[src/rtl/convolutor_pkg.sv]
// Shared widths, FSM state encoding and address types for the convolutor address generator.
package convolutor_pkg;

  localparam int DEF_ADDRW  = 5;
  localparam int DEF_ZADDRW = DEF_ADDRW + 1;

  typedef enum logic [2:0] {
    S_IDLE,
    S_SIZED,
    S_INNER,
    S_WAIT,
    S_DONE
  } addr_gen_state_t;

  typedef logic [DEF_ADDRW-1:0]  addr_t;
  typedef logic [DEF_ZADDRW-1:0] zaddr_t;

endpackage

[src/rtl/convolutor_addr_gen_if.sv]
// Strobe/address bundle between the convolutor control FSM (master) and the address generator (slave).
interface convolutor_addr_gen_if
  import convolutor_pkg::*;
#(
  parameter int ADDRW  = DEF_ADDRW,
  parameter int ZADDRW = DEF_ZADDRW
);

  logic              size_enable_h;
  logic [ADDRW-1:0]  sizex_i;
  logic [ADDRW-1:0]  sizey_i;
  logic              load_enable_h;
  logic              ram_read_enable_h;
  logic              addr_diag_count_h;
  logic [ADDRW-1:0]  addr_x_o;
  logic [ADDRW-1:0]  addr_y_o;
  logic [ZADDRW-1:0] addr_z_o;
  logic              loop_bound_valid_h;
  logic              half_loop_load;
  logic              last_diag_h;
  logic              all_done_h;

  modport master (
    output size_enable_h, sizex_i, sizey_i, load_enable_h, ram_read_enable_h, addr_diag_count_h,
    input  addr_x_o, addr_y_o, addr_z_o, loop_bound_valid_h, half_loop_load, last_diag_h, all_done_h
  );

  modport slave (
    input  size_enable_h, sizex_i, sizey_i, load_enable_h, ram_read_enable_h, addr_diag_count_h,
    output addr_x_o, addr_y_o, addr_z_o, loop_bound_valid_h, half_loop_load, last_diag_h, all_done_h
  );

endinterface

[src/rtl/convolutor_bound_calc.sv]
// Combinational inner-loop bounds for output sample k: lo=max(0,k-M+1), hi=min(k,N-1), is_last=(k==N+M-2).
module convolutor_bound_calc
  import convolutor_pkg::*;
#(
  parameter int ADDRW  = DEF_ADDRW,
  parameter int ZADDRW = DEF_ZADDRW
) (
  input  logic [ZADDRW-1:0] i_k,
  input  logic [ADDRW-1:0]  i_n,
  input  logic [ADDRW-1:0]  i_m,
  output logic [ADDRW-1:0]  o_lo,
  output logic [ADDRW-1:0]  o_hi,
  output logic              o_is_last
);

  localparam int SW = ZADDRW + 1;

  logic signed [SW-1:0] w_k;
  logic signed [SW-1:0] w_n;
  logic signed [SW-1:0] w_m;
  logic signed [SW-1:0] w_lo;
  logic signed [SW-1:0] w_nm1;
  logic signed [SW-1:0] w_last_k;

  assign w_k      = $signed(SW'(i_k));
  assign w_n      = $signed(SW'(i_n));
  assign w_m      = $signed(SW'(i_m));
  // One extra sign bit keeps k-M+1 and N-1 from wrapping when they go negative
  assign w_lo     = w_k - w_m + $signed(SW'(1));
  assign w_nm1    = w_n - $signed(SW'(1));
  assign w_last_k = w_n + w_m - $signed(SW'(2));

  assign o_lo      = w_lo[SW-1] ? '0 : ADDRW'(w_lo);
  assign o_hi      = (w_k < w_nm1) ? ADDRW'(w_k) : ADDRW'(w_nm1);
  assign o_is_last = (w_k == w_last_k);

endmodule

[src/rtl/convolutor_addr_gen.sv]
// Walks (j, k-j, k) for Z[k] = sum X[j]*Y[k-j]; strobes sampled on an edge update every output on that edge.
// No backpressure: strobes that do not apply to the current state are dropped.
module convolutor_addr_gen
  import convolutor_pkg::*;
#(
  parameter int ADDRW  = DEF_ADDRW,
  parameter int ZADDRW = DEF_ZADDRW
) (
  input  logic                 clk,
  input  logic                 rst_h,
  convolutor_addr_gen_if.slave bus
);

  addr_gen_state_t   r_state;
  logic [ADDRW-1:0]  r_n;
  logic [ADDRW-1:0]  r_m;
  logic [ADDRW-1:0]  r_j;
  logic [ADDRW-1:0]  r_y;
  logic [ZADDRW-1:0] r_k;
  logic              r_valid;
  logic              r_half;
  logic              r_last;
  logic              r_done;

  logic [ZADDRW-1:0] w_k1;
  logic [ZADDRW-1:0] w_bk;
  logic [ADDRW-1:0]  w_lo;
  logic [ADDRW-1:0]  w_hi;
  logic              w_is_last;
  logic              w_sizes_ok;
  logic              w_new_zero;
  logic              w_can_size;

  assign w_k1       = r_k + ZADDRW'(1);
  assign w_sizes_ok = (r_n != '0) && (r_m != '0);
  assign w_new_zero = (bus.sizex_i == '0) || (bus.sizey_i == '0);
  assign w_can_size = (r_state != S_INNER) && (r_state != S_WAIT);

  // One shared calculator: k=0 for a restart, k+1 while waiting to step, else the current k for hi
  assign w_bk = bus.load_enable_h ? '0 : ((r_state == S_WAIT) ? w_k1 : r_k);

  convolutor_bound_calc #(
    .ADDRW (ADDRW),
    .ZADDRW(ZADDRW)
  ) u_bound (
    .i_k      (w_bk),
    .i_n      (r_n),
    .i_m      (r_m),
    .o_lo     (w_lo),
    .o_hi     (w_hi),
    .o_is_last(w_is_last)
  );

  always_ff @(posedge clk) begin
    if (rst_h) begin
      r_state <= S_IDLE;
      r_n     <= '0;
      r_m     <= '0;
      r_j     <= '0;
      r_y     <= '0;
      r_k     <= '0;
      r_valid <= 1'b0;
      r_half  <= 1'b0;
      r_last  <= 1'b0;
      r_done  <= 1'b0;
    end else begin
      r_half <= 1'b0;
      if (bus.load_enable_h && (r_state != S_IDLE)) begin
        // With a zero size latched the restart is swallowed and the block stays done
        if (w_sizes_ok) begin
          r_state <= S_INNER;
          r_k     <= '0;
          r_j     <= '0;
          r_y     <= '0;
          r_valid <= 1'b1;
          r_last  <= w_is_last;
          r_done  <= 1'b0;
          r_half  <= (r_m == ADDRW'(1));
        end
      end else if (bus.size_enable_h && w_can_size) begin
        r_n     <= bus.sizex_i;
        r_m     <= bus.sizey_i;
        r_k     <= '0;
        r_j     <= '0;
        r_y     <= '0;
        r_valid <= 1'b0;
        r_last  <= 1'b0;
        r_state <= w_new_zero ? S_DONE : S_SIZED;
        r_done  <= w_new_zero;
      end else if (bus.addr_diag_count_h && (r_state == S_WAIT)) begin
        if (r_last) begin
          r_state <= S_DONE;
          r_done  <= 1'b1;
          r_last  <= 1'b0;
        end else begin
          r_state <= S_INNER;
          r_k     <= w_k1;
          r_j     <= w_lo;
          r_y     <= ADDRW'(w_k1 - ZADDRW'(w_lo));
          r_valid <= 1'b1;
          r_last  <= w_is_last;
          r_half  <= (w_k1 == (ZADDRW'(r_m) - ZADDRW'(1)));
        end
      end else if (bus.ram_read_enable_h && (r_state == S_INNER)) begin
        if (r_j == w_hi) begin
          r_state <= S_WAIT;
          r_valid <= 1'b0;
        end else begin
          r_j <= r_j + ADDRW'(1);
          r_y <= r_y - ADDRW'(1);
        end
      end
    end
  end

  assign bus.addr_x_o           = r_j;
  assign bus.addr_y_o           = r_y;
  assign bus.addr_z_o           = r_k;
  assign bus.loop_bound_valid_h = r_valid;
  assign bus.half_loop_load     = r_half;
  assign bus.last_diag_h        = r_last;
  assign bus.all_done_h         = r_done;

endmodule

[src/flat_wrapper.sv]
// flat-port wrapper written by rule: the top's interface ports become plain ports
module convolutor_addr_gen_flat import convolutor_pkg::*;
#(
  parameter int ADDRW  = DEF_ADDRW,
  parameter int ZADDRW = DEF_ZADDRW
)
  (clk, rst_h, bus_size_enable_h, bus_sizex_i, bus_sizey_i, bus_load_enable_h, bus_ram_read_enable_h, bus_addr_diag_count_h, bus_addr_x_o, bus_addr_y_o, bus_addr_z_o, bus_loop_bound_valid_h, bus_half_loop_load, bus_last_diag_h, bus_all_done_h);
  convolutor_addr_gen_if #(.ADDRW(ADDRW), .ZADDRW(ZADDRW)) bus_i ();
  input  logic clk;
  input  logic rst_h;
  input wire logic [$bits(bus_i.size_enable_h)-1:0] bus_size_enable_h;
  input wire logic [$bits(bus_i.sizex_i)-1:0] bus_sizex_i;
  input wire logic [$bits(bus_i.sizey_i)-1:0] bus_sizey_i;
  input wire logic [$bits(bus_i.load_enable_h)-1:0] bus_load_enable_h;
  input wire logic [$bits(bus_i.ram_read_enable_h)-1:0] bus_ram_read_enable_h;
  input wire logic [$bits(bus_i.addr_diag_count_h)-1:0] bus_addr_diag_count_h;
  output wire logic [$bits(bus_i.addr_x_o)-1:0] bus_addr_x_o;
  output wire logic [$bits(bus_i.addr_y_o)-1:0] bus_addr_y_o;
  output wire logic [$bits(bus_i.addr_z_o)-1:0] bus_addr_z_o;
  output wire logic [$bits(bus_i.loop_bound_valid_h)-1:0] bus_loop_bound_valid_h;
  output wire logic [$bits(bus_i.half_loop_load)-1:0] bus_half_loop_load;
  output wire logic [$bits(bus_i.last_diag_h)-1:0] bus_last_diag_h;
  output wire logic [$bits(bus_i.all_done_h)-1:0] bus_all_done_h;
  assign bus_i.size_enable_h = bus_size_enable_h;
  assign bus_i.sizex_i = bus_sizex_i;
  assign bus_i.sizey_i = bus_sizey_i;
  assign bus_i.load_enable_h = bus_load_enable_h;
  assign bus_i.ram_read_enable_h = bus_ram_read_enable_h;
  assign bus_i.addr_diag_count_h = bus_addr_diag_count_h;
  assign bus_addr_x_o = bus_i.addr_x_o;
  assign bus_addr_y_o = bus_i.addr_y_o;
  assign bus_addr_z_o = bus_i.addr_z_o;
  assign bus_loop_bound_valid_h = bus_i.loop_bound_valid_h;
  assign bus_half_loop_load = bus_i.half_loop_load;
  assign bus_last_diag_h = bus_i.last_diag_h;
  assign bus_all_done_h = bus_i.all_done_h;
  convolutor_addr_gen #(.ADDRW(ADDRW), .ZADDRW(ZADDRW)) u_core (.clk(clk), .rst_h(rst_h), .bus(bus_i));
endmodule
[config.mk]
export PLATFORM = sky130hd
export DESIGN_NAME = convolutor_addr_gen_flat
export DESIGN_NICKNAME = d
export VERILOG_FILES = /design/src/rtl/convolutor_pkg.sv /design/src/rtl/convolutor_addr_gen_if.sv /design/src/rtl/convolutor_bound_calc.sv /design/src/rtl/convolutor_addr_gen.sv /design/src/flat_wrapper.sv
export SDC_FILE = /design/constraint.sdc
export NUM_CORES = 1
export LEC_CHECK = 0
export BUFFER_PORTS_ARGS = -buffer_cell sky130_fd_sc_hd__buf_4
export CORE_ASPECT_RATIO = 0.7
export CORE_MARGIN = 5
export CORE_UTILIZATION = 39
export DETAILED_ROUTE_END_ITERATION = 8
export SYNTH_ARGS = -nofsm -noshare
export SYNTH_HDL_FRONTEND = slang
export SYNTH_HIERARCHICAL = 1
export SYNTH_SLANG_ARGS = --single-unit
[constraint.sdc]
create_clock -name clk -period 5.7 [get_ports clk]
set_input_delay 0.57 -clock clk [delete_from_list [all_inputs] [get_ports clk]]
set_output_delay 0.57 -clock clk [all_outputs]
set_load 0.005 [all_outputs]
After elaboration in Yosys (flattened, before gate mapping)
Cells that the tools add are included.
Storage, ports and cells
  input bits: 16
  output and inout port bits: 20
  register bits: 33
  logic and storage cells: 109
Operators by class
  bitwise gates (word level): 1
  add/subtract/negate cells: 10
  magnitude comparators: 1
  reductions and logical operators: 23
  multiplexer cells: 52
  equal/unequal tests: 12
Operators by type and width (number)
  5-bit two-way mux: 15
  6-bit two-way mux: 7
  3-bit two-way mux: 8
  1-bit two-way mux: 22
  5-bit by 1-bit subtractor with 6-bit output, second input constant: 2
  5-bit logical NOT: 2
  5-bit nonzero test: 2
  3-bit AND reduction: 3
  3-bit nonzero test: 3
  4-bit AND reduction: 2
  4-bit nonzero test: 2
  7-bit by 2-bit adder with 7-bit output, second input constant: 1
  7-bit == test: 1
  7-bit by 6-bit < comparator with 1-bit output: 1
  6-bit by 2-bit subtractor with 7-bit output, second input constant: 1
  6-bit by 5-bit subtractor with 7-bit output: 1
  5-bit by 5-bit adder with 6-bit output: 1
  6-bit by 1-bit adder with 6-bit output, second input constant: 1
  3-bit by 2-bit == test with 1-bit output, second input constant: 2
  6-bit == test: 1
  1-bit logical AND: 6
  3-bit by 2-bit != test with 1-bit output, second input constant: 2
  5-bit by 1-bit adder with 5-bit output, second input constant: 1
  5-bit by 1-bit == test with 1-bit output, second input constant: 1
  10 further kinds: 11

Longest topological paths before layout
  depth in word-level cells: 11
  depth in mapped cells: 21
  depth with buffers taken out: 21

Hierarchy
Netlist, hierarchy kept.
Modules (own cells, without submodules)
  convolutor_addr_gen: area each 2217.1 um2, sequential area each 660.6 um2, times used 1, cells an instance 272
  convolutor_bound_calc: area each 993.5 um2, sequential area each 0.0 um2, times used 1, cells an instance 129

Worst setup path before layout
OpenSTA, ideal clock, no wires.
  kind: register to register
  start: reg u_core.r_k[2], in the netlist u_core/bus.addr_z_o[2]
  end: reg u_core.r_y[4], in the netlist u_core/bus.addr_y_o[4]
  required time: 5.599 ns
  buffers on the path: 1
  setup time: 0.101 ns
  clock period less this slack: 4.603 ns
  stages on the path, launching flop included: 20
  arrival: 4.502 ns
  path slack: 1.097 ns
  path through: dfxtp_1 -> clkbuf_1 -> nand3_1 -> or2_0 -> or3_1 -> a21oi_1 -> inv_2 -> ha_1 -> nand2b_1 -> or4b_2 -> nand3_1 -> ha_1 -> inv_1 -> fa_1 -> a21o_1 -> a21oi_1 -> xnor2_1 -> xnor2_1 -> o21ai_0 -> o41ai_1
Between the ends
  cells in the longest elaborated chain, start to end: 11
  elaborated cells on any way between the ends: 16
  those cells by class: add/sub (4); order compare (1); eq/ne (2); mux (8); reduce/logical (1)
RTL lines
  start: declaration: line convolutor_addr_gen.sv:19  | logic [ZADDRW-1:0] r_k;
  start signal: assignment: line convolutor_addr_gen.sv:97  | r_k <= w_k1;
  6-bit by 1-bit adder with 6-bit output: line convolutor_addr_gen.sv:34  | assign w_k1 = r_k + ZADDRW'(1);
  6-bit two-way mux (2 in a row): line convolutor_addr_gen.sv:40  | assign w_bk = bus.load_enable_h ? '0 : ((r_state == S_WAIT) ? w_k1 : r_k);
  via u_core.w_bk[5]: line convolutor_addr_gen.sv:26  | logic [ZADDRW-1:0] w_bk;
  6-bit by 5-bit subtractor with 7-bit output: line convolutor_bound_calc.sv:29  | assign w_lo = w_k - w_m + $signed(SW'(1));
  7-bit by 2-bit adder with 7-bit output: line convolutor_bound_calc.sv:29
  5-bit two-way mux: line convolutor_bound_calc.sv:33  | assign o_lo = w_lo[SW-1] ? '0 : ADDRW'(w_lo);
  via u_core.w_lo[0]: line convolutor_addr_gen.sv:27  | logic [ADDRW-1:0] w_lo;
  5-bit subtractor: line convolutor_addr_gen.sv:99  | r_y <= ADDRW'(w_k1 - ZADDRW'(w_lo));
  5-bit two-way mux: line convolutor_addr_gen.sv:91  | if (r_last) begin
  5-bit two-way mux: line convolutor_addr_gen.sv:90  | end else if (bus.addr_diag_count_h && (r_state == S_WAIT)) begin
  5-bit two-way mux: line convolutor_addr_gen.sv:80  | end else if (bus.size_enable_h && w_can_size) begin
  5-bit two-way mux: line convolutor_addr_gen.sv:68  | if (bus.load_enable_h && (r_state != S_IDLE)) begin
  end signal: assignment: line convolutor_addr_gen.sv:99
  end signal: assignment: line convolutor_addr_gen.sv:110  | r_y <= r_y - ADDRW'(1);
  end: declaration: line convolutor_addr_gen.sv:18  | logic [ADDRW-1:0] r_y;
The timed path passes the listed nets, and every way through them passes these cells. The select of a mux whose other input is x is not followed.
A chain may end at the register's enable or synchronous reset.

Worst setup path after layout
  start: reg u_core.r_k[0], in the netlist u_core/bus.addr_z_o[0]
  end: reg u_core.r_y[4], in the netlist u_core/bus.addr_y_o[4]
The elaborated chain is that of the path after synthesis.

==> out/qor.txt <==
Root Buffer Master = clkbuf_16
TritonCTS clock tree = built
Worst Path Required = 5.86 ns
fmax = 201.2 MHz
post-route ant nets = 0
fin. max-slew vios = 0
crit path capture type = register
wire per inst = 16.72 um
Slowest-stage cell, CP = or4b_2
Synth Area in Compound Gates = 19.37%
critical path depth = 19
RSZ-0062 raised after global routing = false
max-capacitance violation count = 0
largest area contributor in the netlist = dfxtp_1
CP Class = register to register
CTS buffer count = 5
DRT Pass-1 Iters = 5
htree depth = 2
Flop pwr share = 26.7%
Async SR Flop Fraction = 0%
Slew headroom = 59.36%
Initial Utilization = 40.44%
Synth Area in Adders = 14.73%
DP Wirelength = 7.068 mm
# DRC = 0
clk_lat worst skew = 0.28 ns
io pins = 36
Hold Fails Final Rpt = 0
Die H = 85.91 um
area of the core = 7939 um2
layout cells sized above 1 = 15.86%
largest family of logic cells by synthesized area = simple AND/OR/NAND/NOR gates
port bufs = 35
Die Area = 10180 um2
sequential share of the synthesized area = 20.58%
startpoint class of the critical path = register
GR Overflow Total = 0
n_diodes = 0
top cells by count, synth = nor2_1 (38), inv_1 (34), dfxtp_1 (33), ha_1 (33)
synthesized instance count = 401
fin crit period = 4.971 ns
initial drt markers = 236
outcome = complete, no violations
Clock Path Buffers = 2
pin count of the biggest net entering global routing = 34
Crit path max-delay family = simple AND/OR/NAND/NOR gates
gr usage total = 17.58%
# setup viols final = 0
count leader, synth = nor2_1
syn avg cell area = 8.006 um2
crit-path cells = nand3_1, or2_0, or3_1, a21oi_1, buf_4, inv_2, ha_1, nand2b_1, or4b_2, nand3_1, ha_1, inv_1, fa_1, a21o_1, a21oi_1, xnor2_1, xnor2_1, o21ai_0, o41ai_1
clock share of power = 27.7%
Max stage delay on crit path = 0.63 ns
Sink Count = 33
actual slew at the worst max-slew pin = 0.6082 ns
area delta synth->final = 16.02%
share of the synthesized area in the top cell type = 20.58%
fin crit share = 87.21%
post-CTS sizing = 0
min-delay worst type = register to register
Bufs and invs on worst path = 3
#FFs+latches synth = 33
initial antenna violation count = 0
FF-to-FF path depth = 19
Net Switching = 425.9 uW
wire length on met3 = 492 um
global-route wire length before repair = 14.53 mm
area share of xor/xnor cells in the synthesized design = 10.91%
syn_nets = 453
Crit Path Max Fanout = 10
final setup TNS = 0 ns
yosys warns = 6
VDD IR max = 0.0001684 V
hold_ws = 0.5004 ns
WL met2 = 3.670 mm
simple-gate share of the synthesized area = 23.46%
pwr/cell area = 309.0 nW/um2
Leak Pwr = 1.562 nW
routed via count divided by cell count = 5.625
vias in the first global route = 2735
Post-synth EDFFs = 0
Netlist cell types = 69
via count = 3015
WHS Path Cells = 1
drt total wl = 8.963 mm
DR top layer = met4
critical path arrival = 5.13 ns
skew final = 0.003345 ns
ys flop type = dfxtp_1
Comb pwr share = 45.5%
DRT met1 WL = 4.730 mm
gp weighted congestion = 0.8530
hold-fix buffer count after cts = 0
final layout net count = 486
die width = 118.4 um
Synth Cell Area = 3211 um2
largest cells by area after synthesis = dfxtp_1 (21%), ha_1 (13%), xnor2_1 (7.9%)
switching portion of total power = 37.00%
Rows = 27
Clock transition at path regs = 0.05 ns
Int Pwr = 725.1 uW
mux cell area share after synthesis = 5.144%
Post-CTS Setup Inserts = 0
[layout make-up]
| class | count | area, um2 |
|---|---|---|
| fillers | 779 | 4214 |
| clock buffers | 7 | 142.6 |
| well taps | 101 | 126.4 |
| inverters | 35 | 131.4 |
| flip-flops and latches | 33 | 660.6 |
| multi-input cells | 323 | 2364 |
| clock inverters | 1 | 30.03 |
| repair buffers | 36 | 270.3 |
[per-layer routing]
layer	global-route usage, %	vias to the layer above
li1	-	1507
met1	27.31	1418
met2	25.01	86
met3	3.823	4
met4	2.678	0
met5	0	-
[cells in the final DEF (no fill, tap or decap), types with 2 or more instances in the layout]
master / Yosys / layout
xnor2_1: 29 / 29
o21ai_0: 14 / 14
a21o_1: 4 / 4
o21ai_2: 2 / 2
or4_1: 3 / 3
a21oi_1: 29 / 29
nand3_1: 15 / 15
a211oi_1: 8 / 8
xor2_1: 11 / 11
a22oi_1: 3 / 3
or3_4: 2 / 2
buf_4: 1 / 36
and3_1: 4 / 4
inv_1: 34 / 34
clkbuf_16: 0 / 5
dfxtp_1: 33 / 33
nor3b_1: 4 / 4
mux2i_1: 15 / 15
nand2b_1: 4 / 4
or3_1: 3 / 3
nor2_1: 38 / 38
a221oi_1: 2 / 2
nor2b_1: 5 / 5
nand4_1: 6 / 6
nor4_1: 3 / 3
nor3_1: 10 / 10
fa_1: 3 / 3
or4b_1: 2 / 2
ha_1: 33 / 33
o21a_1: 3 / 3
or4b_2: 2 / 2
nand3b_1: 3 / 3
a311oi_1: 3 / 3
nand2_1: 28 / 28
[power groups by stage]
stage | Sequential [mW] | Clock [mW] | Combinational, mW
2_1_floorplan | 0.301 | 0 | 0.394
3_3_place_gp | 0.311 | 0 | 0.512
3_5_place_dp | 0.312 | 0 | 0.515
4_1_cts | 0.308 | 0.327 | 0.519
5_1_grt | 0.315 | 0.337 | 0.578
6_report | 0.308 | 0.319 | 0.524
[stage by stage]
stage                     worst slack (ns)  power [mW]  instances  area [um2]  utilization [%]
after floorplan                      1.097      0.6946        401        3211                -
after global routing                0.4696       1.230        536        3725            46.92
after global placement               1.004      0.8226        528        3552            44.74
final                               0.7291       1.151        536        3725            46.92
after detailed placement            0.8489      0.8274        528        3552            44.74
after CTS                           0.8174       1.154        536        3725            46.92
[final timing paths]
path / start / to / slack (ns)
hold / removal: u_core/bus.loop_bound_valid_h / u_core/bus.loop_bound_valid_h / 0.50
hold reg to reg: u_core/bus.loop_bound_valid_h / u_core/bus.loop_bound_valid_h / 0.50
setup reg to reg: u_core/bus.addr_z_o[0] / u_core/bus.addr_y_o[4] / 0.73
setup / recovery: u_core/bus.addr_z_o[0] / u_core/bus.addr_y_o[4] / 0.73
[logic make-up (layout without fill, tap and decap cells)]
group           Yosys count  in the layout
compound gates           89             89
xor+xnor                 40             40
fa+ha+maj                36             36
buf+inv                  45             79
flops                    33             33
mux                      16             16
simple gates            142            142
[sequential cells by signal (all words and copies together), names as in the netlist, 3 cells and up]
signal and cells:
u_core/bus.addr_x_o 5, u_core/bus.addr_z_o 6, u_core/r_m 5, u_core/r_state 3
u_core/bus.addr_y_o 5, u_core/r_n 5
No activity file was read; power rests on OpenSTA's default activity.
